`src/rtl/pc_redirect_unit_if.sv`:
```
// Bundle of the fetch-PC redirect signals between the pipeline and pc_redirect_unit.
interface pc_redirect_unit_if #(
  parameter int PC_W  = 16,
  parameter int NSRC  = 6,
  parameter int SRC_W = (NSRC > 1) ? $clog2(NSRC) : 1
);
  logic                 stall;
  logic [NSRC-1:0]      redir_valid;
  logic [NSRC*PC_W-1:0] redir_pc;
  logic [PC_W-1:0]      pc_out;
  logic [PC_W-1:0]      pc_seq;
  logic                 flush;
  logic [SRC_W-1:0]     redir_src;
  logic                 pend_valid;
  logic [15:0]          redirect_cnt;

  modport slave (
    input  stall, redir_valid, redir_pc,
    output pc_out, pc_seq, flush, redir_src, pend_valid, redirect_cnt
  );
  modport master (
    output stall, redir_valid, redir_pc,
    input  pc_out, pc_seq, flush, redir_src, pend_valid, redirect_cnt
  );
endinterface

```
`src/rtl/pc_redirect_unit.sv`:
```
// Fetch PC generation: fixed-priority redirect arbitration, stall hold with one pending slot,
// registered flush. Optional applied-redirect counter built only with REDIRECT_CNT_EN defined.
module pc_redirect_unit #(
  parameter int              PC_W      = 16,
  parameter int              NSRC      = 6,
  parameter logic [PC_W-1:0] RESET_VEC = '0,
  parameter int              PC_STEP   = 1,
  localparam int             SRC_W     = (NSRC > 1) ? $clog2(NSRC) : 1
) (
  input logic              clk,
  input logic              rst_n,
  pc_redirect_unit_if.slave bus
);

  logic [PC_W-1:0]  pc_q, pc_d, pend_pc_q, pend_pc_d, tgt;
  logic [SRC_W-1:0] src_q, src_d, pend_src_q, pend_src_d, win;
  logic             flush_q, flush_d, pend_q, pend_d, any;

  // Later loop iterations overwrite earlier ones, so the highest set index wins.
  always_comb begin
    win = '0;
    any = 1'b0;
    tgt = '0;
    for (int i = 0; i < NSRC; i++) begin
      if (bus.redir_valid[i]) begin
        win = SRC_W'(i);
        any = 1'b1;
        tgt = bus.redir_pc[i*PC_W +: PC_W];
      end
    end
  end

  always_comb begin
    pc_d       = pc_q;
    src_d      = src_q;
    flush_d    = 1'b0;
    pend_d     = pend_q;
    pend_pc_d  = pend_pc_q;
    pend_src_d = pend_src_q;
    if (!bus.stall) begin
      if (any) begin
        pc_d    = tgt;
        src_d   = win;
        flush_d = 1'b1;
        pend_d  = 1'b0;
      end else if (pend_q) begin
        pc_d    = pend_pc_q;
        src_d   = pend_src_q;
        flush_d = 1'b1;
        pend_d  = 1'b0;
      end else begin
        pc_d = pc_q + PC_W'(PC_STEP);
      end
    end else if (any) begin
      // Equal priority replaces: the younger request from the same source is the live one.
      if (!pend_q || win >= pend_src_q) begin
        pend_pc_d  = tgt;
        pend_src_d = win;
      end
      pend_d = 1'b1;
    end
  end

  always_ff @(posedge clk or negedge rst_n) begin
    if (!rst_n) begin
      pc_q       <= RESET_VEC;
      src_q      <= '0;
      flush_q    <= 1'b0;
      pend_q     <= 1'b0;
      pend_pc_q  <= '0;
      pend_src_q <= '0;
    end else begin
      pc_q       <= pc_d;
      src_q      <= src_d;
      flush_q    <= flush_d;
      pend_q     <= pend_d;
      pend_pc_q  <= pend_pc_d;
      pend_src_q <= pend_src_d;
    end
  end

  assign bus.pc_out     = pc_q;
  assign bus.pc_seq     = pc_q + PC_W'(PC_STEP);
  assign bus.flush      = flush_q;
  assign bus.redir_src  = src_q;
  assign bus.pend_valid = pend_q;

`ifdef REDIRECT_CNT_EN
  logic [15:0] cnt_q;
  logic        applied;

  assign applied = !bus.stall && (any || pend_q);

  always_ff @(posedge clk or negedge rst_n) begin
    if (!rst_n)                          cnt_q <= '0;
    else if (applied && cnt_q != 16'hFFFF) cnt_q <= cnt_q + 16'd1;
  end

  assign bus.redirect_cnt = cnt_q;
`else
  assign bus.redirect_cnt = 16'h0000;
`endif

endmodule

```
`src/flat_wrapper.sv`:
```
// flat-port wrapper written by rule: the top's interface ports become plain ports
module pc_redirect_unit_flat 
#(
  parameter int              PC_W      = 16,
  parameter int              NSRC      = 6,
  parameter logic [PC_W-1:0] RESET_VEC = '0,
  parameter int              PC_STEP   = 1,
  localparam int             SRC_W     = (NSRC > 1) ? $clog2(NSRC) : 1
)
  (clk, rst_n, bus_stall, bus_redir_valid, bus_redir_pc, bus_pc_out, bus_pc_seq, bus_flush, bus_redir_src, bus_pend_valid, bus_redirect_cnt);
  pc_redirect_unit_if #(.PC_W(PC_W), .NSRC(NSRC)) bus_i ();
  input logic clk;
  input logic rst_n;
  input wire logic [$bits(bus_i.stall)-1:0] bus_stall;
  input wire logic [$bits(bus_i.redir_valid)-1:0] bus_redir_valid;
  input wire logic [$bits(bus_i.redir_pc)-1:0] bus_redir_pc;
  output wire logic [$bits(bus_i.pc_out)-1:0] bus_pc_out;
  output wire logic [$bits(bus_i.pc_seq)-1:0] bus_pc_seq;
  output wire logic [$bits(bus_i.flush)-1:0] bus_flush;
  output wire logic [$bits(bus_i.redir_src)-1:0] bus_redir_src;
  output wire logic [$bits(bus_i.pend_valid)-1:0] bus_pend_valid;
  output wire logic [$bits(bus_i.redirect_cnt)-1:0] bus_redirect_cnt;
  assign bus_i.stall = bus_stall;
  assign bus_i.redir_valid = bus_redir_valid;
  assign bus_i.redir_pc = bus_redir_pc;
  assign bus_pc_out = bus_i.pc_out;
  assign bus_pc_seq = bus_i.pc_seq;
  assign bus_flush = bus_i.flush;
  assign bus_redir_src = bus_i.redir_src;
  assign bus_pend_valid = bus_i.pend_valid;
  assign bus_redirect_cnt = bus_i.redirect_cnt;
  pc_redirect_unit #(.PC_W(PC_W), .NSRC(NSRC), .RESET_VEC(RESET_VEC), .PC_STEP(PC_STEP)) u_core (.clk(clk), .rst_n(rst_n), .bus(bus_i));
endmodule
```
`config.mk`:
```
export PLATFORM = sky130hd
export DESIGN_NAME = pc_redirect_unit_flat
export DESIGN_NICKNAME = d
export VERILOG_FILES = /design/src/rtl/pc_redirect_unit_if.sv /design/src/rtl/pc_redirect_unit.sv /design/src/flat_wrapper.sv
export SDC_FILE = /design/constraint.sdc
export NUM_CORES = 1
export LEC_CHECK = 0
export ABC_CLOCK_PERIOD_IN_PS = 2100
export BUFFER_PORTS_ARGS = -buffer_cell sky130_fd_sc_hd__buf_2
export CAP_MARGIN = 20
export CORE_MARGIN = 2
export CORE_UTILIZATION = 43
export DETAILED_ROUTE_END_ITERATION = 6
export PLACE_DENSITY = 0.86
export SYNTH_ARGS = -nofsm -noshare
export SYNTH_HDL_FRONTEND = slang
export SYNTH_SLANG_ARGS = --single-unit
```
`constraint.sdc`:
```
create_clock -name clk -period 2.1 [get_ports clk]
set_input_delay 0.105 -clock clk [delete_from_list [all_inputs] [get_ports clk]]
set_output_delay 0.105 -clock clk [all_outputs]
set_load 0.01 [all_outputs]
```
# ---- After elaboration in Yosys (flattened, before gate mapping)
# Index checks and enable logic that the tools add are counted.
dict set report totals {
  output_inout_bits 53
  elab_cells 41
  romBits 0
  register_bits 40
  in_bits 105
  mem_count 0
  latch_bits 0
  ramBits 0
}
dict set report classes {
  addsub 1
  n_lt_le_gt_ge 1
  mul 0
  mux 26
  bitwise_logic 1
  n_shift 0
  reduce_logical 5
  n_eq_ne 1
  div 0
}
# op count
set ops {}
lappend ops {{16-bit two-way mux} 8}
lappend ops {{16-bit by 1-bit adder with 16-bit output (second input constant)} 1}
lappend ops {{1-bit two-way mux} 12}
lappend ops {{3-bit two-way mux} 4}
lappend ops {{2-bit two-way mux} 2}
lappend ops {{3-bit >= comparator} 1}
lappend ops {{3-bit AND reduction} 1}
lappend ops {{2-bit by 1-bit inequality test with 1-bit output (second input constant)} 1}
lappend ops {{2-bit AND reduction} 1}
lappend ops {{2-bit nonzero test} 1}
lappend ops {{1-bit logical NOT} 1}
lappend ops {{1-bit logical OR} 1}
lappend ops {{1-bit inverter} 1}

# ---- Logic depth before layout (Yosys ltp)
# Gate-level depths: netlist (run 1).
dict set report logic_depth {
  depth_word 8
  mapped_depth 13
  mapped_depth_nobuf 10
}

# ---- Worst setup path before layout (run 1)
# OpenSTA, ideal clock, no wires.
dict set report synth_timing {
  path_type {input to register}
  from {input bus_redir_valid[3]}
  to {register u_core.pend_pc_q[15]}
  t_arrival_ns 2.492
  stages 13
  setup_time_ns 0.125
  slack_ns -0.517
  t_required_ns 1.975
  path_buffers 4
  cell_sequence {buf_6 -> buf_2 -> buf_1 -> nor2_1 -> nor2_1 -> nor2_1 -> ha_1 -> nand2b_1 -> a21oi_1 -> nor2b_1 -> o311ai_4 -> buf_6 -> mux2_4}
}
dict set report synth_via {
  elab_chain_cells 6
  word_cells_on_any_way 12
  classes_between {order compare (1); mux (9); reduce/logical (2)}
}
# item line
set synth_lines {}
lappend synth_lines {{start: declaration} flat_wrapper.sv:15} ;# input wire logic [$bits(bus_i.redir_valid)-1:0] bus_redir_valid;
lappend synth_lines {{2-bit two-way mux} pc_redirect_unit.sv:25} ;# if (bus.redir_valid[i]) begin
lappend synth_lines {{3-bit two-way mux (2 in series)} pc_redirect_unit.sv:25}
lappend synth_lines {{3-bit >= comparator} pc_redirect_unit.sv:56} ;# if (!pend_q || win >= pend_src_q) begin
lappend synth_lines {{1-bit logical OR} pc_redirect_unit.sv:56}
lappend synth_lines {{3-bit AND reduction (no line)} --}
lappend synth_lines {{end signal: assignment} pc_redirect_unit.sv:77} ;# pend_pc_q <= pend_pc_d;
lappend synth_lines {{end: declaration} pc_redirect_unit.sv:15} ;# logic [PC_W-1:0] pc_q, pc_d, pend_pc_q, pend_pc_d, tgt;
# Several ways; a longest one is shown, not always the timed one.
# A chain may end at the register's enable or synchronous reset.

# ---- Worst setup path in the final report (run 1)
dict set report layout_timing {
  from {register u_core.pend_src_q[0]}
  to {register u_core.pend_pc_q[8]}
}
dict set report layout_via {
  elab_chain_cells 3
}
# item line
set layout_lines {}
lappend layout_lines {{start: declaration} pc_redirect_unit.sv:16} ;# logic [SRC_W-1:0] src_q, src_d, pend_src_q, pend_src_d, win;
lappend layout_lines {{start signal: assignment} pc_redirect_unit.sv:78} ;# pend_src_q <= pend_src_d;
lappend layout_lines {{3-bit >= comparator} pc_redirect_unit.sv:56}
lappend layout_lines {{1-bit logical OR} pc_redirect_unit.sv:56}
lappend layout_lines {{3-bit AND reduction (no line)} --}
# No other way between the ends.

==> results of run 1 <==
## area by class of cell
class                   instances  area share
inverters                      23      0.0206
clock inverters                 2     0.00358
well taps                      99      0.0295
multi-input cells             268       0.467
flip-flops and latches         40       0.238
repair buffers                169       0.221
clock buffers                   6      0.0197
## state kept, by name, indices dropped and copies added, names as in the netlist
register / flops
u_core.pend_src_q: 3
u_core.bus.flush: 1
u_core.pend_pc_q: 16
u_core.bus.pc_out: 16
u_core.bus.redir_src: 3
u_core.bus.pend_valid: 1
## power groups by stage
stage	sequential, W	clock, W	combinational, W
finish	0.00103	0.000563	0.000934
CTS	0.00103	0.000570	0.000910
floorplan	0.00103	0	0.000573
detailed placement	0.00104	0	0.000906
global route	0.00105	0.000605	0.00101
global placement	0.00103	0	0.000878
## synth_stat cells, types with 9 or more instances
cell type | instances | area share
nand2_1 | 22 | 0.025
xnor2_1 | 12 | 0.032
buf_2 | 9 | 0.014
buf_4 | 17 | 0.039
nor2_1 | 16 | 0.018
a22oi_1 | 16 | 0.037
mux2_2 | 9 | 0.031
dfrtp_1 | 40 | 0.31
a21oi_1 | 20 | 0.031
inv_1 | 22 | 0.025
a221oi_1 | 12 | 0.032
o21ai_0 | 16 | 0.024
## stage by stage
stage,area (sq um),setup slack (ns)
after global placement,4070,-0.0952
after detailed placement,4070,-0.155
final,4200,0.0842
after floorplan,3370,-0.290
after CTS,4170,0.0628
after global routing,4200,0.0271
## worst max-delay path: stages, from the launching register on
cell      delay, ns
dfrtp_1        0.41
ha_1           0.29
nand2b_1       0.16
a21oi_2        0.12
nor2b_1        0.08
o311ai_4       0.30
buf_6          0.19
mux2_2         0.35
## cells by family after synthesis
family,count (synthesis)
buf+inv,67
mux,20
compound gates,124
flops,40
other cells,1
xor+xnor,14
fa+ha+maj,4
simple gates,90
## path summary, 6_finish.rpt
kind / slack (ns) / startpoint / depth (start not counted) / to
hold reg to reg: 0.50 / u_core.bus.redir_src[2]$_DFFE_PN0P_ / 1 / u_core.bus.redir_src[2]$_DFFE_PN0P_
hold / removal: 0.16 / bus_stall / 2 / u_core.bus.pend_valid$_DFFE_PN0P_
min in group asynchronous: 0.48 / rst_n / 2 / u_core.bus.pc_out[6]$_DFFE_PN0N_
setup / recovery: 0.08 / u_core.pend_src_q[0]$_DFFE_PN0P_ / 7 / u_core.pend_pc_q[8]$_DFFE_PN0P_
max in group asynchronous: 1.07 / rst_n / 2 / u_core.bus.pc_out[0]$_DFFE_PN0N_
setup reg to reg: 0.08 / u_core.pend_src_q[0]$_DFFE_PN0P_ / 7 / u_core.pend_pc_q[8]$_DFFE_PN0P_
## placed cells by master, fill, tap and decap left out, drive strengths merged, types with 3 or more instances in the layout
cell / Yosys / layout
buf: 36 / 168
dfrtp: 40 / 40
inv: 23 / 23
nand2: 23 / 23
a21oi: 20 / 20
o21ai: 19 / 19
nor2: 16 / 16
a22oi: 16 / 16
conb: 1 / 16
a221oi: 16 / 16
xnor2: 12 / 12
mux2: 12 / 12
mux2i: 8 / 8
nand3: 7 / 7
o21a: 7 / 7
nand4: 6 / 6
nand2b: 6 / 6
clkbuf: 8 / 6
nor2b: 6 / 6
nand3b: 5 / 5
a2bb2oi: 5 / 5
o22ai: 4 / 4
o211ai: 4 / 4
and2: 4 / 4
o221ai: 4 / 4
ha: 4 / 4
and3: 3 / 3
o32a: 3 / 3
a21o: 3 / 3
a221o: 3 / 3
a22o: 3 / 3
and4: 3 / 3
nor4: 3 / 3
a311oi: 3 / 3
nor3: 3 / 3
## per-layer routing
metal / part of all wire / up-vias / track usage
li1: - / 1600 / -
met1: 0.39 / 1607 / 0.295
met2: 0.49 / 207 / 0.423
met3: 0.085 / 31 / 0.0523
met4: 0.030 / 0 / 0.101
met5: 0 / - / 0
## timing repair
item,CTS,global route
gates resized for setup,0,5
hold endpoints to repair,40,0
hold buffers,1,0
setup endpoints to repair,0,15
setup buffers,0,1
==> reports/summary.txt, run 1 <==
Share of cells above drive strength 1 = 0.413
PortBufs = 141
Clock Sinks = 40
Internal power = 0.00162 W
Status = finished, final reports clean
DP HPWL = 8420 microns
Worst path required time = 2.29 ns
Count of final setup violators = 0
H-tree depth = 2
Largest net degree at the start of global routing = 41
CTS tree = built
Simple-gate share of the synthesized area = 0.158
Placed Cells = 597
VDD IR max = 0.000279 V
Compound-gate portion of the synthesized area = 0.297
CTS max path bufs = 2
Fin. Hold Viols = 0
Final min period = 2.02 ns
Initial core utilization = 0.449
Clk slew on worst S/H paths = 0.08 ns
Routed Antenna Nets = 0
Pwr Density = 603 nW/um^2
CP Capture Type = flop
Pre-antenna DRT Iters = 5
Residual DRC count = 0
Clk Latency, worst-skew pair = 0.31 ns
Initial antenna violation count = 0
Placer Congestion = 0.939
Leak = 2.01 nW
Post-synthesis adder-cell area fraction = 0.0153
Clock share of power = 0.222
GRT Util Overall = 0.245
Core Rows = 31
Die area = 8320 sq um
Chip width = 91.2 microns
Largest family of logic cells by synthesized area = compound AO/OA/AOI/OAI gates
Fin nets = 616
Critical path type = flop to flop
Sequential area share after synthesis = 0.306
Fin Clk Skew = 0.00674 ns
Mux share of post-synthesis cell area = 0.0692
Min-delay worst type = input pin to flop
Vias in the first global route = 3375
Worst hold slack = 0.158 ns
Actual slew at the worst max-slew pin = 0.893 ns
Syn Std Cell Area = 3270 sq um
Filler Cell Count = 665
Sw frac = 0.360
DR vias = 3445
Combinational fraction of design power = 0.369
Final WL = 10700 microns
Post-synthesis register bit count = 40
Post-synth EDFFs = 0
Switching pwr = 0.000912 W
Max_slew headroom = 0.405
Via density = 5.68
Post-Synth XOR/XNOR Area = 0.0375
CORE AREA = 7290 sq um
Num CTS Buffers = 5
Critical Path Fanout Max = 5
Final non-filler cell total = 607
I/O pins = 158
Critical Path Source Type = flop
Vert. Die Dim = 91.2 microns
Primary FF master, synth = dfrtp_1
Reg area = 1000 sq um
DRT iter0 DRCs = 200
Final Slew Violations = 0
Arrival time worst endpoint = 2.21 ns
Area occupied by multi-input gates = 1960 sq um
Number of diodes = 0
Tcrit/Tclk final = 0.960
Synth unique cells = 67
Synth warn = 0
Util after Layout = 0.576
Seq pwr share = 0.409
Mapped Cells = 360
First-pass GRT wire length = 16300 microns
RSZ-0062 raised after global routing = false
Fmax = 496 MHz
Power, Total = 0.00253 W
Total grt overflow = 0
Ys async rst share = 1.00
Syn avg cell area = 9.09 sq um
DR WL/cell = 17.6 microns
CTS root buf = clkbuf_8
Setup TNS = 0 ns
Area Overhead vs Synth = 28.4%
Max Cap Viol = 0
No activity file was read; power rests on OpenSTA's default activity.
==> run 2: changes to the inputs <==
==> constraint.sdc (replaced) <==
create_clock -name clk -period 2.1 [get_ports clk]
set_input_delay 0.42 -clock clk [delete_from_list [all_inputs] [get_ports clk]]
set_output_delay 0.42 -clock clk [all_outputs]
set_load 0.01 [all_outputs]
==> reports/summary.txt, run 2 (synthesized netlist as in run 1, its figures left out) <==
Status = complete, but fails checks
Failing checks = negative setup slack
Actual slew at the worst max-slew pin = 0.525 ns (-0.368 ns)
Share of cells above drive strength 1 = 0.473 (+0.0597)
VDD IR max = 0.000263 V (-5.9%)
Total grt overflow = 0 (unchanged)
Num CTS Buffers = 5 (unchanged)
Worst path required time = 2.32 ns (+0.03 ns)
Largest net degree at the start of global routing = 41 (unchanged)
CTS tree = built
Post-route setup slack = -0.0930 ns (-0.177 ns)
Final WL = 11600 microns (+8.9%)
CP Capture Type = flop
Area Overhead vs Synth = 38.3%
Number of diodes = 0 (unchanged)
Fmax = 456 MHz (-8.1%)
Final min period = 2.19 ns (+0.177 ns)
Routed Antenna Nets = 0 (unchanged)
CTS root buf = clkbuf_8
PortBufs = 141 (unchanged)
Fin Clk Skew = 0.00605 ns (-0.000694 ns)
Clk slew on worst S/H paths = 0.08 ns (about the same)
Arrival time worst endpoint = 2.41 ns (+0.20 ns)
Most frequent cells in the layout = buf_2, buf_4, dfrtp_1
Max Cap Viol = 0 (unchanged)
Initial core utilization = 0.449 (unchanged)
Worst hold slack = 0.170 ns (+0.0121 ns)
Vert. Die Dim = 91.2 microns (unchanged)
Final non-filler cell total = 638 (+5.1%)
Final Slew Violations = 0 (unchanged)
First-pass GRT wire length = 17900 microns (+9.9%)
Power, Total = 0.00264 W (+4.4%)
Filler Cell Count = 635 (-4.5%)
Pre-antenna DRT Iters = 5 (unchanged)
Max_slew headroom = 0.650 (+0.245)
H-tree depth = 2 (unchanged)
DRT iter0 DRCs = 295 (+48%)
Pwr Density = 584 nW/um^2 (-3.1%)
R2r setup slk = 0.08 ns (about the same)
Fin. Hold Viols = 0 (unchanged)
Residual DRC count = 0 (unchanged)
Commonest non-fill, non-tap cell in the layout = buf_2
Critical Path Fanout Max = 7 (+2)
Min-delay worst type = input pin to async pin
GRT Util Overall = 0.267 (+0.0219)
I/O pins = 158 (unchanged)
Placer Congestion = 0.924 (-1.6%)
Chip width = 91.2 microns (unchanged)
CORE AREA = 7290 sq um (unchanged)
Clk Latency, worst-skew pair = 0.30 ns (about the same)
Core Rows = 31 (unchanged)
Via density = 5.82 (+2.5%)
Vias in the first global route = 3569 (+5.7%)
Initial antenna violation count = 0 (unchanged)
Critical Path Source Type = input pin
RSZ-0062 raised after global routing = true
Die area = 8320 sq um (unchanged)
DR WL/cell = 18.2 microns (+3.6%)
Count of final setup violators = 22 (+22)
Critical path type = input pin to flop
CTS max path bufs = 2 (unchanged)
DR vias = 3712 (+7.8%)
Util after Layout = 0.620 (+0.0443)
Leak = 2.23 nW (+11%)
DP HPWL = 8450 microns (+0.32%)
Setup TNS = -1.28 ns (-1.28 ns)
Fin nets = 648 (+5.2%)
Clock Sinks = 40 (unchanged)
Tcrit/Tclk final = 1.04 (+0.0844)
Placed Cells = 612 (+2.5%)
## run 2: stage by stage
step	worst slack, ns	instance area (sq um)
6_report	-0.0930	4520
5_1_grt	-0.166	4520
4_1_cts	-0.0406	4450
3_5_place_dp	-0.460	4180
3_3_place_gp	-0.386	4180
2_1_floorplan	-0.605	3370
## run 2: what timing repair did
action,4_1_cts,5_1_grt
cloned,1,0
pin swaps,7,1
setup buffers,16,2
hold buffers,0,0
endpoints found under the setup margin,22,30
gates resized for setup,18,18
## run 2: path summary, 6_finish.rpt
check | startpoint | end | cells after the start
setup / recovery | bus_redir_valid[1] | u_core.pend_pc_q[14]$_DFFE_PN0P_ | 13
hold / removal | rst_n | u_core.bus.pc_out[14]$_DFFE_PN0N_ | 2
setup reg to reg | u_core.pend_src_q[0]$_DFFE_PN0P_ | u_core.pend_pc_q[14]$_DFFE_PN0P_ | 8
hold reg to reg | u_core.bus.redir_src[1]$_DFFE_PN0P_ | u_core.bus.redir_src[1]$_DFFE_PN0P_ | 1
max in group asynchronous | rst_n | u_core.bus.pc_out[0]$_DFFE_PN0N_ | 2
min in group clk | u_core.bus.redir_src[1]$_DFFE_PN0P_ | u_core.bus.redir_src[1]$_DFFE_PN0P_ | 1
## run 2: layer usage
| layer | up-vias | GRT usage | part of all wire |
|---|---|---|---|
| met4 | 0 | 0.0884 | 0.031 |
| li1 | 1671 | - | - |
| met1 | 1768 | 0.343 | 0.39 |
| met5 | - | 0 | 0 |
| met3 | 36 | 0.0340 | 0.083 |
| met2 | 237 | 0.462 | 0.50 |
## run 2: layout make-up
cell class,count,area [sq um],area share
Sequential cell,40,1010,0.224
Multi-Input combinational cell,268,2020,0.448
Clock buffer,5,68.8,0.0152
Timing Repair Buffer,201,1190,0.264
Clock inverter,2,12.5,0.00277
Inverter,23,86.3,0.0191
Tap cell,99,124,0.0274
## run 2: worst max-delay path: stages
cell and delay, ns:
buf_6 0.10, nor2b_4 0.11, nor2_1 0.09, nor2_1 0.06
nor2_1 0.15, ha_1 0.26, nand2b_4 0.14, a21oi_2 0.14
nor2b_2 0.07, o311ai_4 0.32, buf_6 0.21, buf_6 0.13
mux2i_1 0.21
## run 2: power by group
| group | total (W) | leakage, nW | switching, W | internal (W) |
|---|---|---|---|---|
| Clock | 0.000517 | 0.0400 | 0.000292 | 0.000225 |
| Sequential | 0.00104 | 0.456 | 0.000121 | 0.000914 |
| Combinational | 0.00109 | 1.73 | 0.000548 | 0.000541 |
==> run 3: changes to the inputs <==
- RECOVER_POWER: not set -> 25
==> reports/summary.txt, run 3 (synthesized netlist as in run 1, its figures left out) <==
Status = complete, but fails checks
Failing checks = negative setup slack
Area Overhead vs Synth = 38.2% (about the same)
Initial antenna violation count = 0 (unchanged)
First-pass GRT wire length = 17900 microns (unchanged)
Via density = 5.81 (-0.19%)
R2r setup slk = 0.08 ns (about the same)
Clock Sinks = 40 (unchanged)
Most frequent cells in the layout = buf_2, buf_4, dfrtp_1
CTS root buf = clkbuf_8
Clk slew on worst S/H paths = 0.08 ns (about the same)
Tcrit/Tclk final = 1.04 (about the same)
Worst setup startpoint = bus_redir_valid[1]
Leak = 2.23 nW (about the same)
Pre-antenna DRT Iters = 5 (unchanged)
CTS tree = built
CTS Hold Buffers Added = 0 (unchanged)
RSZ-0062 raised after global routing = true
Clk Latency, worst-skew pair = 0.30 ns (about the same)
Worst path required time = 2.32 ns (about the same)
Die area = 8320 sq um (unchanged)
GRT Util Overall = 0.267 (unchanged)
Initial core utilization = 0.449 (unchanged)
Core Rows = 31 (unchanged)
Worst Setup Slack post-DPL = -0.460 ns (unchanged)
Placer Congestion = 0.924 (unchanged)
Fin nets = 648 (unchanged)
Vert. Die Dim = 91.2 microns (unchanged)
Final min period = 2.19 ns (-0.000465 ns)
CP Capture Type = flop
Residual DRC count = 0 (unchanged)
Commonest non-fill, non-tap cell in the layout = buf_2
Max_slew headroom = 0.325 (-0.325)
Critical path type = input pin to flop
DR vias = 3705 (-0.19%)
Routed Antenna Nets = 0 (unchanged)
Reg2reg end = u_core.pend_pc_q[14]$_DFFE_PN0P_
Worst hold slack = 0.358 ns (+0.188 ns)
Post-route setup slack = -0.0926 ns (+0.000465 ns)
Critical Path Fanout Max = 7 (unchanged)
Number of diodes = 0 (unchanged)
Critical Path Source Type = input pin
Max Cap Viol = 0 (unchanged)
CP Capture Point = u_core.pend_pc_q[14]$_DFFE_PN0P_
Largest net degree at the start of global routing = 41 (unchanged)
Final WL = 11600 microns (-0.19%)
VDD IR max = 0.000261 V (-0.65%)
Num CTS Buffers = 5 (unchanged)
DR WL/cell = 18.2 microns (-0.19%)
H-tree depth = 2 (unchanged)
Vias in the first global route = 3569 (unchanged)
DRT iter0 DRCs = 295 (unchanged)
Fin. Hold Viols = 0 (unchanged)
Share of cells above drive strength 1 = 0.473 (unchanged)
CORE AREA = 7290 sq um (unchanged)
Chip width = 91.2 microns (unchanged)
Count of final setup violators = 22 (unchanged)
Util after Layout = 0.620 (about the same)
Pwr Density = 584 nW/um^2 (about the same)
Final Slew Violations = 0 (unchanged)
PortBufs = 141 (unchanged)
Min-delay worst type = input pin to async pin
R2R depth = 8 (unchanged)
Actual slew at the worst max-slew pin = 1.01 ns (+0.488 ns)
Launching point of the worst reg2reg path = u_core.pend_src_q[0]$_DFFE_PN0P_
Fin Clk Skew = 0.00552 ns (-0.000534 ns)
DP HPWL = 8450 microns (unchanged)
Total grt overflow = 0 (unchanged)
CTS max path bufs = 2 (unchanged)
Arrival time worst endpoint = 2.41 ns (about the same)
I/O pins = 158 (unchanged)
Fmax = 456 MHz (about the same)
==> run 3: cell types whose count changed in the layout (fill, tap and decap cells not counted) <==
| cell | change |
|---|---|
| clkbuf_2 | +1 |
| buf_4 | -1 |
==> run 3: critical path, cell delays in order <==
cell and delay [ns]:
buf_6 0.10, nor2b_4 0.11, nor2_1 0.09, nor2_1 0.06, nor2_1 0.15, ha_1 0.26, nand2b_4 0.14, a21oi_2 0.14
nor2b_2 0.07, o311ai_4 0.32, buf_6 0.21, buf_6 0.13, mux2i_1 0.21
==> run 3: worst min-delay path by stage <==
stage	from	endpoint	slack, ns
after floorplan	rst_n	u_core.bus.flush$_DFF_PN0_	0.12
after global placement	u_core.pend_pc_q[13]$_DFFE_PN0P_	u_core.pend_pc_q[13]$_DFFE_PN0P_	0.48
after detailed placement	u_core.bus.redir_src[1]$_DFFE_PN0P_	u_core.bus.redir_src[1]$_DFFE_PN0P_	0.49
after CTS	rst_n	u_core.bus.pc_out[10]$_DFFE_PN0N_	0.19
after global routing	rst_n	u_core.bus.pc_out[12]$_DFFE_PN0N_	0.45
final	rst_n	u_core.bus.pc_out[14]$_DFFE_PN0N_	0.36
==> run 3: per-stage QoR <==
| step | cell area, sq um | cells | setup TNS [ns] | power [W] |
|---|---|---|---|---|
| 2_1_floorplan | 3370 | 375 | -8.98 | 0.00161 |
| 3_3_place_gp | 4180 | 612 | -6.64 | 0.00194 |
| 3_5_place_dp | 4180 | 612 | -8.49 | 0.00198 |
| 4_1_cts | 4450 | 636 | -0.477 | 0.00255 |
| 5_1_grt | 4520 | 638 | -2.94 | 0.00277 |
| 6_report | 4520 | 638 | -1.29 | 0.00264 |
==> run 3: per-layer routing <==
layer	global-route usage	vias to the layer above	wire length [microns]
met5	0	-	0
met4	0.0884	0	338
met3	0.0340	32	957
met2	0.462	240	5820
met1	0.343	1762	4480
li1	-	1671	-
==> run 3: final cells by class <==
class | count | area (sq um)
clock buffers | 5 | 68.8
clock inverters | 2 | 12.5
fillers | 635 | 2770
inverters | 23 | 86.3
multi-input cells | 268 | 2020
flip-flops and latches | 40 | 1010
well taps | 99 | 124
repair buffers | 201 | 1190
==> run 3: what timing repair did <==
| action | in CTS | in global routing |
|---|---|---|
| setup buffers | 16 | 2 |
| endpoints found under the setup margin | 22 | 30 |
| pin swaps | 7 | 1 |
| resized for setup | 18 | 18 |
| cloned | 1 | 0 |
==> run 3: power by group <==
| group | leakage (nW) | internal, W | total (W) | switching, W |
|---|---|---|---|---|
| combinational | 1.73 | 0.000541 | 0.00109 | 0.000547 |
| clock | 0.0400 | 0.000225 | 0.000518 | 0.000293 |
| sequential | 0.456 | 0.000914 | 0.00103 | 0.000121 |
